[src/rtl/pdp8_bus_pkg.sv]
// Shared types for the PDP-8 pin-bus bridge: bus command codes, nibble selects,
// memory FSM states and the queued memory command record.
package pdp8_bus_pkg;

    localparam int WORD_W = 12;
    localparam int NIB_W  = 4;

    // cpu_out[6:5] selects which nibble of the read buffer goes back to the core
    localparam logic [1:0] NIB_SEL_HI   = 2'b00;
    localparam logic [1:0] NIB_SEL_MID  = 2'b01;
    localparam logic [1:0] NIB_SEL_LO   = 2'b10;
    localparam logic [1:0] NIB_SEL_NONE = 2'b11;

    typedef enum logic [2:0] {
        CMD_NONE,
        CMD_ADDR_HI,
        CMD_ADDR_LO,
        CMD_IOSEL,
        CMD_WLO,
        CMD_WHI,
        CMD_COMMIT
    } cmd_e;

    typedef enum logic [1:0] {
        ST_IDLE,
        ST_REQ,
        ST_WAIT_R
    } mem_state_e;

    typedef struct packed {
        logic              we;
        logic [WORD_W-1:0] addr;
        logic [WORD_W-1:0] wdata;
    } mem_cmd_t;

    function automatic cmd_e decode_cmd(input logic [3:0] code_hi);
        cmd_e c;
        casez (code_hi)
            4'b11??: c = CMD_ADDR_HI;
            4'b10??: c = CMD_ADDR_LO;
            4'b011?: c = CMD_IOSEL;
            4'b0001: c = CMD_WLO;
            4'b0011: c = CMD_WHI;
            4'b0101: c = CMD_COMMIT;
            default: c = CMD_NONE;
        endcase
        return c;
    endfunction

endpackage

[src/rtl/pdp8_cmd_fifo.sv]
// Small power-of-two command queue; a push into a full queue is still accepted
// when a pop frees the head slot in the same cycle.
module pdp8_cmd_fifo
    import pdp8_bus_pkg::*;
#(
    parameter int CMD_DEPTH = 2
) (
    input  logic     clk,
    input  logic     rst_n,
    input  logic     push_i,
    input  mem_cmd_t push_cmd_i,
    input  logic     pop_i,
    output mem_cmd_t head_o,
    output logic     push_ok_o,
    output logic     drop_o,
    output logic     empty_o,
    output logic     full_o,
    output logic     multi_o
);
    localparam int PW = (CMD_DEPTH > 1) ? $clog2(CMD_DEPTH) : 1;
    localparam int CW = $clog2(CMD_DEPTH + 1);

    mem_cmd_t      slot_q [CMD_DEPTH];
    logic [PW-1:0] wr_ptr_q;
    logic [PW-1:0] rd_ptr_q;
    logic [CW-1:0] count_q;
    logic          pop_ok;

    assign empty_o   = (count_q == '0);
    assign full_o    = (count_q == CW'(CMD_DEPTH));
    assign multi_o   = (count_q > CW'(1));
    assign pop_ok    = pop_i && !empty_o;
    assign push_ok_o = push_i && (!full_o || pop_ok);
    assign drop_o    = push_i && !push_ok_o;
    assign head_o    = slot_q[rd_ptr_q];

    always_ff @(posedge clk) begin
        if (push_ok_o) begin
            slot_q[wr_ptr_q] <= push_cmd_i;
        end
    end

    always_ff @(posedge clk) begin
        if (!rst_n) begin
            wr_ptr_q <= '0;
            rd_ptr_q <= '0;
            count_q  <= '0;
        end else begin
            if (push_ok_o) begin
                wr_ptr_q <= wr_ptr_q + 1'b1;
            end
            if (pop_ok) begin
                rd_ptr_q <= rd_ptr_q + 1'b1;
            end
            case ({push_ok_o, pop_ok})
                2'b10:   count_q <= count_q + 1'b1;
                2'b01:   count_q <= count_q - 1'b1;
                default: ;
            endcase
        end
    end

endmodule

[src/rtl/pdp8_bus_bridge.sv]
// Bridge from the PDP-8 multiplexed 8-bit pin bus to a req/gnt/rvalid memory
// port and a bank of I/O channels, with a nibble-wide read-back buffer.
module pdp8_bus_bridge
    import pdp8_bus_pkg::*;
#(
    parameter int N_IO      = 4,
    parameter int CMD_DEPTH = 2
) (
    input  logic                   clk,
    input  logic                   rst_n,
    input  logic [7:0]             cpu_out,
    output logic [NIB_W-1:0]       cpu_din,
    output logic                   mem_req,
    output logic                   mem_we,
    output logic [WORD_W-1:0]      mem_addr,
    output logic [WORD_W-1:0]      mem_wdata,
    input  logic                   mem_gnt,
    input  logic                   mem_rvalid,
    input  logic [WORD_W-1:0]      mem_rdata,
    output logic [N_IO-1:0]        io_wr,
    output logic [WORD_W-1:0]      io_wdata,
    input  logic [WORD_W*N_IO-1:0] io_rdata,
    output logic [4:0]             io_sel,
    output logic                   rd_valid,
    output logic                   err_ovf
);
    localparam int RPW = $clog2(CMD_DEPTH + 2);

    logic [7:0]        cpu_prev_q;
    logic              io_q, io_d;
    logic [4:0]        io_sel_q, io_sel_d;
    logic [WORD_W-1:0] addr_q, addr_d;
    logic [7:0]        tmp_q, tmp_d;
    logic [WORD_W-1:0] rd_word_q, rd_word_d;
    logic              rd_valid_q, rd_valid_d;
    logic              err_ovf_q;
    logic [N_IO-1:0]   io_wr_q, io_wr_d;
    logic [WORD_W-1:0] io_wdata_q, io_wdata_d;
    logic              fresh_q, fresh_d;
    logic [RPW-1:0]    rd_pend_q, rd_pend_d;
    mem_state_e        state_q;
    logic              mem_req_q;

    cmd_e              cmd;
    logic [WORD_W-1:0] commit_word, io_word;
    logic              push, pop, push_ok, drop, rv_take, push_rd;
    mem_cmd_t          push_cmd, head;
    logic              fifo_empty, fifo_full, fifo_multi;

    assign cmd         = (cpu_out != cpu_prev_q) ? decode_cmd(cpu_out[7:4]) : CMD_NONE;
    assign commit_word = {cpu_out[3:0], tmp_q};
    assign push        = (cmd == CMD_ADDR_LO) || ((cmd == CMD_COMMIT) && !io_q);
    assign pop         = mem_req_q && mem_gnt;
    assign rv_take     = (state_q == ST_WAIT_R) && mem_rvalid;
    assign push_rd     = push_ok && !push_cmd.we;

    always_comb begin
        push_cmd.we    = (cmd == CMD_COMMIT);
        push_cmd.addr  = (cmd == CMD_ADDR_LO) ? {addr_q[11:6], cpu_out[5:0]} : addr_q;
        push_cmd.wdata = (cmd == CMD_COMMIT) ? commit_word : '0;
    end

    always_comb begin
        io_word = '0;
        for (int k = 0; k < N_IO; k++) begin
            if (cpu_out[4:0] == 5'(k)) begin
                io_word = io_rdata[k*WORD_W +: WORD_W];
            end
        end
    end

    pdp8_cmd_fifo #(.CMD_DEPTH(CMD_DEPTH)) u_fifo (
        .clk        (clk),
        .rst_n      (rst_n),
        .push_i     (push),
        .push_cmd_i (push_cmd),
        .pop_i      (pop),
        .head_o     (head),
        .push_ok_o  (push_ok),
        .drop_o     (drop),
        .empty_o    (fifo_empty),
        .full_o     (fifo_full),
        .multi_o    (fifo_multi)
    );

    // A bus command in the same cycle as returning read data is the newer intent and wins.
    always_comb begin
        addr_d     = addr_q;
        io_d       = io_q;
        io_sel_d   = io_sel_q;
        tmp_d      = tmp_q;
        rd_word_d  = rd_word_q;
        rd_valid_d = rd_valid_q;
        io_wr_d    = '0;
        io_wdata_d = io_wdata_q;
        if (rv_take) begin
            rd_word_d  = mem_rdata;
            rd_valid_d = fresh_q && (rd_pend_q == RPW'(1));
        end
        case (cmd)
            CMD_ADDR_HI: begin
                addr_d[11:6] = cpu_out[5:0];
                io_d         = 1'b0;
                rd_valid_d   = 1'b0;
            end
            CMD_ADDR_LO: begin
                addr_d[5:0] = cpu_out[5:0];
                io_d        = 1'b0;
                rd_valid_d  = 1'b0;
            end
            CMD_IOSEL: begin
                io_d       = 1'b1;
                io_sel_d   = cpu_out[4:0];
                rd_word_d  = io_word;
                rd_valid_d = 1'b1;
            end
            CMD_WLO: tmp_d[3:0] = cpu_out[3:0];
            CMD_WHI: tmp_d[7:4] = cpu_out[3:0];
            CMD_COMMIT: begin
                if (io_q) begin
                    io_wdata_d = commit_word;
                    for (int k = 0; k < N_IO; k++) begin
                        io_wr_d[k] = (io_sel_q == 5'(k));
                    end
                end else if (push_ok && rd_valid_d) begin
                    rd_word_d = commit_word;
                end
            end
            default: ;
        endcase
    end

    // Read data is only trusted if it belongs to the newest read and no address
    // change or write to the current address was issued behind it.
    always_comb begin
        fresh_d = fresh_q;
        if (push_rd) begin
            fresh_d = 1'b1;
        end else if (cmd == CMD_ADDR_HI || cmd == CMD_ADDR_LO || push_ok) begin
            fresh_d = 1'b0;
        end
        rd_pend_d = rd_pend_q;
        case ({push_rd, rv_take})
            2'b10:   rd_pend_d = rd_pend_q + 1'b1;
            2'b01:   rd_pend_d = rd_pend_q - 1'b1;
            default: ;
        endcase
    end

    always_ff @(posedge clk) begin
        if (!rst_n) begin
            cpu_prev_q <= '0;
            io_q       <= 1'b0;
            io_sel_q   <= '0;
            addr_q     <= '0;
            tmp_q      <= '0;
            rd_word_q  <= '0;
            rd_valid_q <= 1'b0;
            err_ovf_q  <= 1'b0;
            io_wr_q    <= '0;
            io_wdata_q <= '0;
            fresh_q    <= 1'b0;
            rd_pend_q  <= '0;
        end else begin
            cpu_prev_q <= cpu_out;
            io_q       <= io_d;
            io_sel_q   <= io_sel_d;
            addr_q     <= addr_d;
            tmp_q      <= tmp_d;
            rd_word_q  <= rd_word_d;
            rd_valid_q <= rd_valid_d;
            err_ovf_q  <= err_ovf_q | drop;
            io_wr_q    <= io_wr_d;
            io_wdata_q <= io_wdata_d;
            fresh_q    <= fresh_d;
            rd_pend_q  <= rd_pend_d;
        end
    end

    // push_ok lets the FSM request in the cycle right after the push edge.
    always_ff @(posedge clk) begin
        if (!rst_n) begin
            state_q   <= ST_IDLE;
            mem_req_q <= 1'b0;
        end else begin
            case (state_q)
                ST_IDLE: begin
                    if (!fifo_empty || push_ok) begin
                        state_q   <= ST_REQ;
                        mem_req_q <= 1'b1;
                    end
                end
                ST_REQ: begin
                    if (mem_gnt) begin
                        if (!head.we) begin
                            state_q   <= ST_WAIT_R;
                            mem_req_q <= 1'b0;
                        end else if (!(fifo_multi || push_ok)) begin
                            state_q   <= ST_IDLE;
                            mem_req_q <= 1'b0;
                        end
                    end
                end
                ST_WAIT_R: begin
                    if (mem_rvalid) begin
                        if (!fifo_empty || push_ok) begin
                            state_q   <= ST_REQ;
                            mem_req_q <= 1'b1;
                        end else begin
                            state_q   <= ST_IDLE;
                            mem_req_q <= 1'b0;
                        end
                    end
                end
                default: begin
                    state_q   <= ST_IDLE;
                    mem_req_q <= 1'b0;
                end
            endcase
        end
    end

    assign mem_req   = mem_req_q;
    assign mem_we    = mem_req_q & head.we;
    assign mem_addr  = mem_req_q ? head.addr : '0;
    assign mem_wdata = mem_req_q ? head.wdata : '0;
    assign io_wr     = io_wr_q;
    assign io_wdata  = io_wdata_q;
    assign io_sel    = io_sel_q;
    assign rd_valid  = rd_valid_q;
    assign err_ovf   = err_ovf_q;

    always_comb begin
        cpu_din = '0;
        if (!cpu_out[7]) begin
            case (cpu_out[6:5])
                NIB_SEL_HI:  cpu_din = rd_word_q[11:8];
                NIB_SEL_MID: cpu_din = rd_word_q[7:4];
                NIB_SEL_LO:  cpu_din = rd_word_q[3:0];
                default:     cpu_din = '0;
            endcase
        end
    end

endmodule

[config.mk]
export PLATFORM = sky130hd
export DESIGN_NAME = pdp8_bus_bridge
export DESIGN_NICKNAME = d
export VERILOG_FILES = /design/src/rtl/pdp8_bus_pkg.sv /design/src/rtl/pdp8_cmd_fifo.sv /design/src/rtl/pdp8_bus_bridge.sv
export SDC_FILE = /design/constraint.sdc
export NUM_CORES = 1
export LEC_CHECK = 0
export BUFFER_PORTS_ARGS = -buffer_cell sky130_fd_sc_hd__buf_2
export CORE_UTILIZATION = 57
export CTS_BUF_LIST = sky130_fd_sc_hd__clkbuf_2 sky130_fd_sc_hd__clkbuf_4 sky130_fd_sc_hd__clkbuf_8
export DETAILED_ROUTE_END_ITERATION = 8
export GPL_TIMING_DRIVEN = 1
export PLACE_DENSITY_LB_ADDON = 0.08
export SYNTH_ARGS = -nofsm -noshare
export SYNTH_HDL_FRONTEND = slang
export SYNTH_SLANG_ARGS = --single-unit
[constraint.sdc]
create_clock -name clk -period 2.97 [get_ports clk]
set_input_delay 0.297 -clock clk [delete_from_list [all_inputs] [get_ports clk]]
set_output_delay 0.297 -clock clk [all_outputs]
set_load 0.02 [all_outputs]
==> impl_metrics.toml <==
[yosys]
synth_top_family_by_area = "multiplexers"
synth_area_leaders = "dfxtp_1 26%, edfxtp_1 26%, mux2i_1 12%"
synth_top_area_share_pct = 25.6
synth_xor_area_share_pct = 2.46
synth_area_sq_um = 5860
synth_edf_count = 50
synth.ff_latch_count = 125
synth_fa_ha_area_share_pct = 1.28
synth_seq_area_share_pct = 51.3
ys_warn_count = 0
syn_inst = 490
synth.distinct_cells = 57
async_flop_share_pct = 0
syn_nets = 568
synthSimpleGateAreaFrac_pct = 14.4
syn_avg_cell_area_sq_um = 12.0
synthMuxAreaShare_pct = 18.6
synth_compound_area_share_pct = 8.07
netlist.top_cell.by_area = "dfxtp_1"
synth_ff_type = "dfxtp_1"

[final_layout]
diodes = 0
drive_above_1_share_pct = 34.7
final_cell_mix = "124 x buf_2, 75 x dfxtp_1, 73 x mux2i_1"
layout.nets = 697
fillers = 759
final_common_cell = "buf_2"
synthToLayoutAreaGrowth_pct = 18.7

[timing]
worst_slew_pin_slew_ns = 0.707
maxSlewViolCount = 0
period_share_pct = 79.7
fmax_mhz = 423
max_slew_margin_pct = 52.8
finClkSkew_ns = 0.0105
hold_viol_final = 0
setup_viol_count_final = 0
rsz0062_at_grt = "false"
timing.final.crit_period_ns = 2.37
setup_tns_ns = 0

[power]
intPower_uw = 2900
p_leak_uw = 0.00291
combPwrFrac_pct = 21.8
p_total_uw = 4090
power_density_nw_per_um2 = 589
swShare_pct = 29.1
peakVddDrop_mv = 0.367
p_seq_share_pct = 47.7
power.switching_uw = 1190
pwr-share-clk_pct = 30.5

[outcome]
outcome = "complete, no violations"

[floorplanning]
die_x_microns = 103
num_io_pins = 125
die_y_microns = 103
design.core.area_sq_um = 9860
die_area_sq_um = 10700
initial_utilization_pct = 59.4
std_cell_rows = 36

[global_route]
grt_start_max_net_pins = 31
gr-total-overflow = 0
grtUsageTotal_pct = 24.8
grt_pass1_wl_mm = 19.5
first_global_vias = 3950
antenna_found_initial = 0

[clocking]
numCtsBuffers = 17
clock_latency_ns = 0.43
ctsHoldBuffers = 0
tritoncts = "yes"
h-tree-depth = 4
cts_sinks = 125
clk_pin_slew_ns = 0.07
root_buffer = "clkbuf_8"
cts_post_setup_buffers_inserted = 0
cts.repair.resized = 0
clockBufferDepth = 2

[worst_setup_path]
critPathLaunchType = "register"
worstRegToRegCells = 7
crit_chain = "inv_1 > ha_1 > nand3b_1 > and2_1 > nor3_1 > a211o_1 > o221ai_1"
critical_path_buf_inv_count = 1
reg2reg_setup_slack_ns = 0.60
crit_fanout = 12
required_ns = 3.26
max_stage_delay_ns = 0.56
rr_startpoint = "u_fifo.count_q[1]$_SDFFE_PN0P_"
cp_slowest_cell = "a211o_1"
crit_family = "simple AND/OR/NAND/NOR gates"
criticalPathCategory = "register to register"
worst_setup_path_end_kind = "register"
r2r_end = "rd_word_q[11]$_SDFF_PN0_"
arrival_ns = 2.66

[placement]
io_buffers = 124
gp_congestion = 0.878
dp_hpwl_mm = 9.21

[drt]
ant_nets = 0
finalWirelength_mm = 12.9
via_per_inst = 5.44
first_pass_iters = 4
avgRoutedWirePerCell_microns = 16.8
drc = 0
drt_iter0_drc = 165
vias = 4161

[worst_hold_path]
min_from = "mem_rdata[7]"
holdCritPathClass = "input pin to register"
whs_endpoint = "rd_word_q[7]$_SDFF_PN0_"
whs_path_depth = 3

[flow_run]
maxCapViolations = 0
==> per-layer routing <==
metal | vias up | routed length (microns) | part of all wire, % | GRT usage [%]
met2 | 113 | 6470 | 50 | 42.1
met1 | 2014 | 5730 | 44 | 31.2
met3 | 16 | 520 | 4.0 | 5.44
met4 | 0 | 163 | 1.3 | 8.88
li1 | 2018 | - | - | -
met5 | - | 0 | 0 | 0
==> metrics by stage <==
stage / util (%) / std cells / hold WS (ns) / setup WS (ns) / cell area [sq um]
detailed placement: 67.1 / 733 / 0.447 / 0.525 / 6620
global route: 70.5 / 765 / 0.199 / 0.401 / 6950
finish: 70.5 / 765 / 0.188 / 0.604 / 6950
floorplan: - / 490 / 0.425 / 0.579 / 5860
global placement: 67.1 / 733 / 0.438 / 0.571 / 6620
CTS: 70.5 / 765 / 0.180 / 0.595 / 6950
==> layout make-up <==
class                   count  area (sq um)  share of cell area (%)
clock buffers              24           287                    4.12
clock inverters             8          46.3                   0.666
inverters                  23          86.3                    1.24
multi-input cells         312          2620                    37.7
flip-flops and latches    125          3000                    43.2
well taps                 133           166                    2.39
repair buffers            140           741                    10.7
==> sequential cells by signal (all words and copies together), names as in the netlist, named ones only <==
name	count
tmp_q	8
state_q	2
fresh_q	1
err_ovf	1
io_wdata	12
u_fifo.rd_ptr_q	1
io_wr	4
u_fifo.slot_q	50
io_q	1
cpu_prev_q	8
rd_word_q	12
u_fifo.count_q	2
rd_pend_q	2
u_fifo.wr_ptr_q	1
io_sel	5
mem_req	1
rd_valid	1
addr_q	12
==> cells in the mapped netlist (all sizes together) (2+ instances only) <==
master and count:
and2 11, a211oi 3, nand3 2, edfxtp 50
mux2i 73, a21oi 12, nand2b 3, nor4 5
mux4 12, dfxtp 75, inv 23, a211o 2
or3 2, clkbuf 13, nor3 15, and3 2
o21ai 4, mux2 6, xor2 13, or4 3
nand2 19, nor3b 3, ha 6, o221ai 12
o211ai 2, nand3b 3, nor2 57, buf 17
nor2b 27
==> worst max path at each step <==
stage                     slack, ns  cells past startpoint                       endpoint                           start
after global routing           0.40                      7       rd_word_q[11]$_SDFF_PN0_  u_fifo.count_q[1]$_SDFFE_PN0P_
after floorplan                0.58                      6  u_fifo.slot_q[0][0]$_DFFE_PP_                      cpu_out[2]
after global placement         0.57                     10      rd_pend_q[1]$_SDFFE_PN0P_                      cpu_out[7]
after detailed placement       0.52                     10      rd_pend_q[1]$_SDFFE_PN0P_                      cpu_out[7]
final                          0.60                      7       rd_word_q[11]$_SDFF_PN0_  u_fifo.count_q[1]$_SDFFE_PN0P_
after CTS                      0.59                      7       rd_word_q[11]$_SDFF_PN0_  u_fifo.count_q[1]$_SDFFE_PN0P_
==> power groups by stage <==
| stage | Combinational (uW) | Sequential (uW) | Clock [uW] |
|---|---|---|---|
| floorplan | 632 | 1990 | 0 |
| finish | 891 | 1950 | 1250 |
| global route | 979 | 1960 | 1340 |
| CTS | 897 | 1950 | 1260 |
| global placement | 873 | 1990 | 0 |
| detailed placement | 894 | 1990 | 0 |
==> worst register-to-register path, cell delays in order (launching register included) <==
cell      delay (ns)
dfxtp_1         0.38
inv_1           0.10
ha_1            0.20
nand3b_1        0.24
and2_1          0.27
nor3_1          0.28
a211o_1         0.56
o221ai_1        0.21
==> logic make-up (layout without fill, tap and decap cells) <==
group                    after synthesis  count (layout)
adder cells (fa/ha/maj)                6               6
buffers and inverters                 53             195
XOR/XNOR                              13              13
flip-flops                           125             125
AO/OA/AOI/OAI                         48              48
multiplexers                          91              91
AND/OR/NAND/NOR                      154             154
Power figures use the tool's default switching activity.
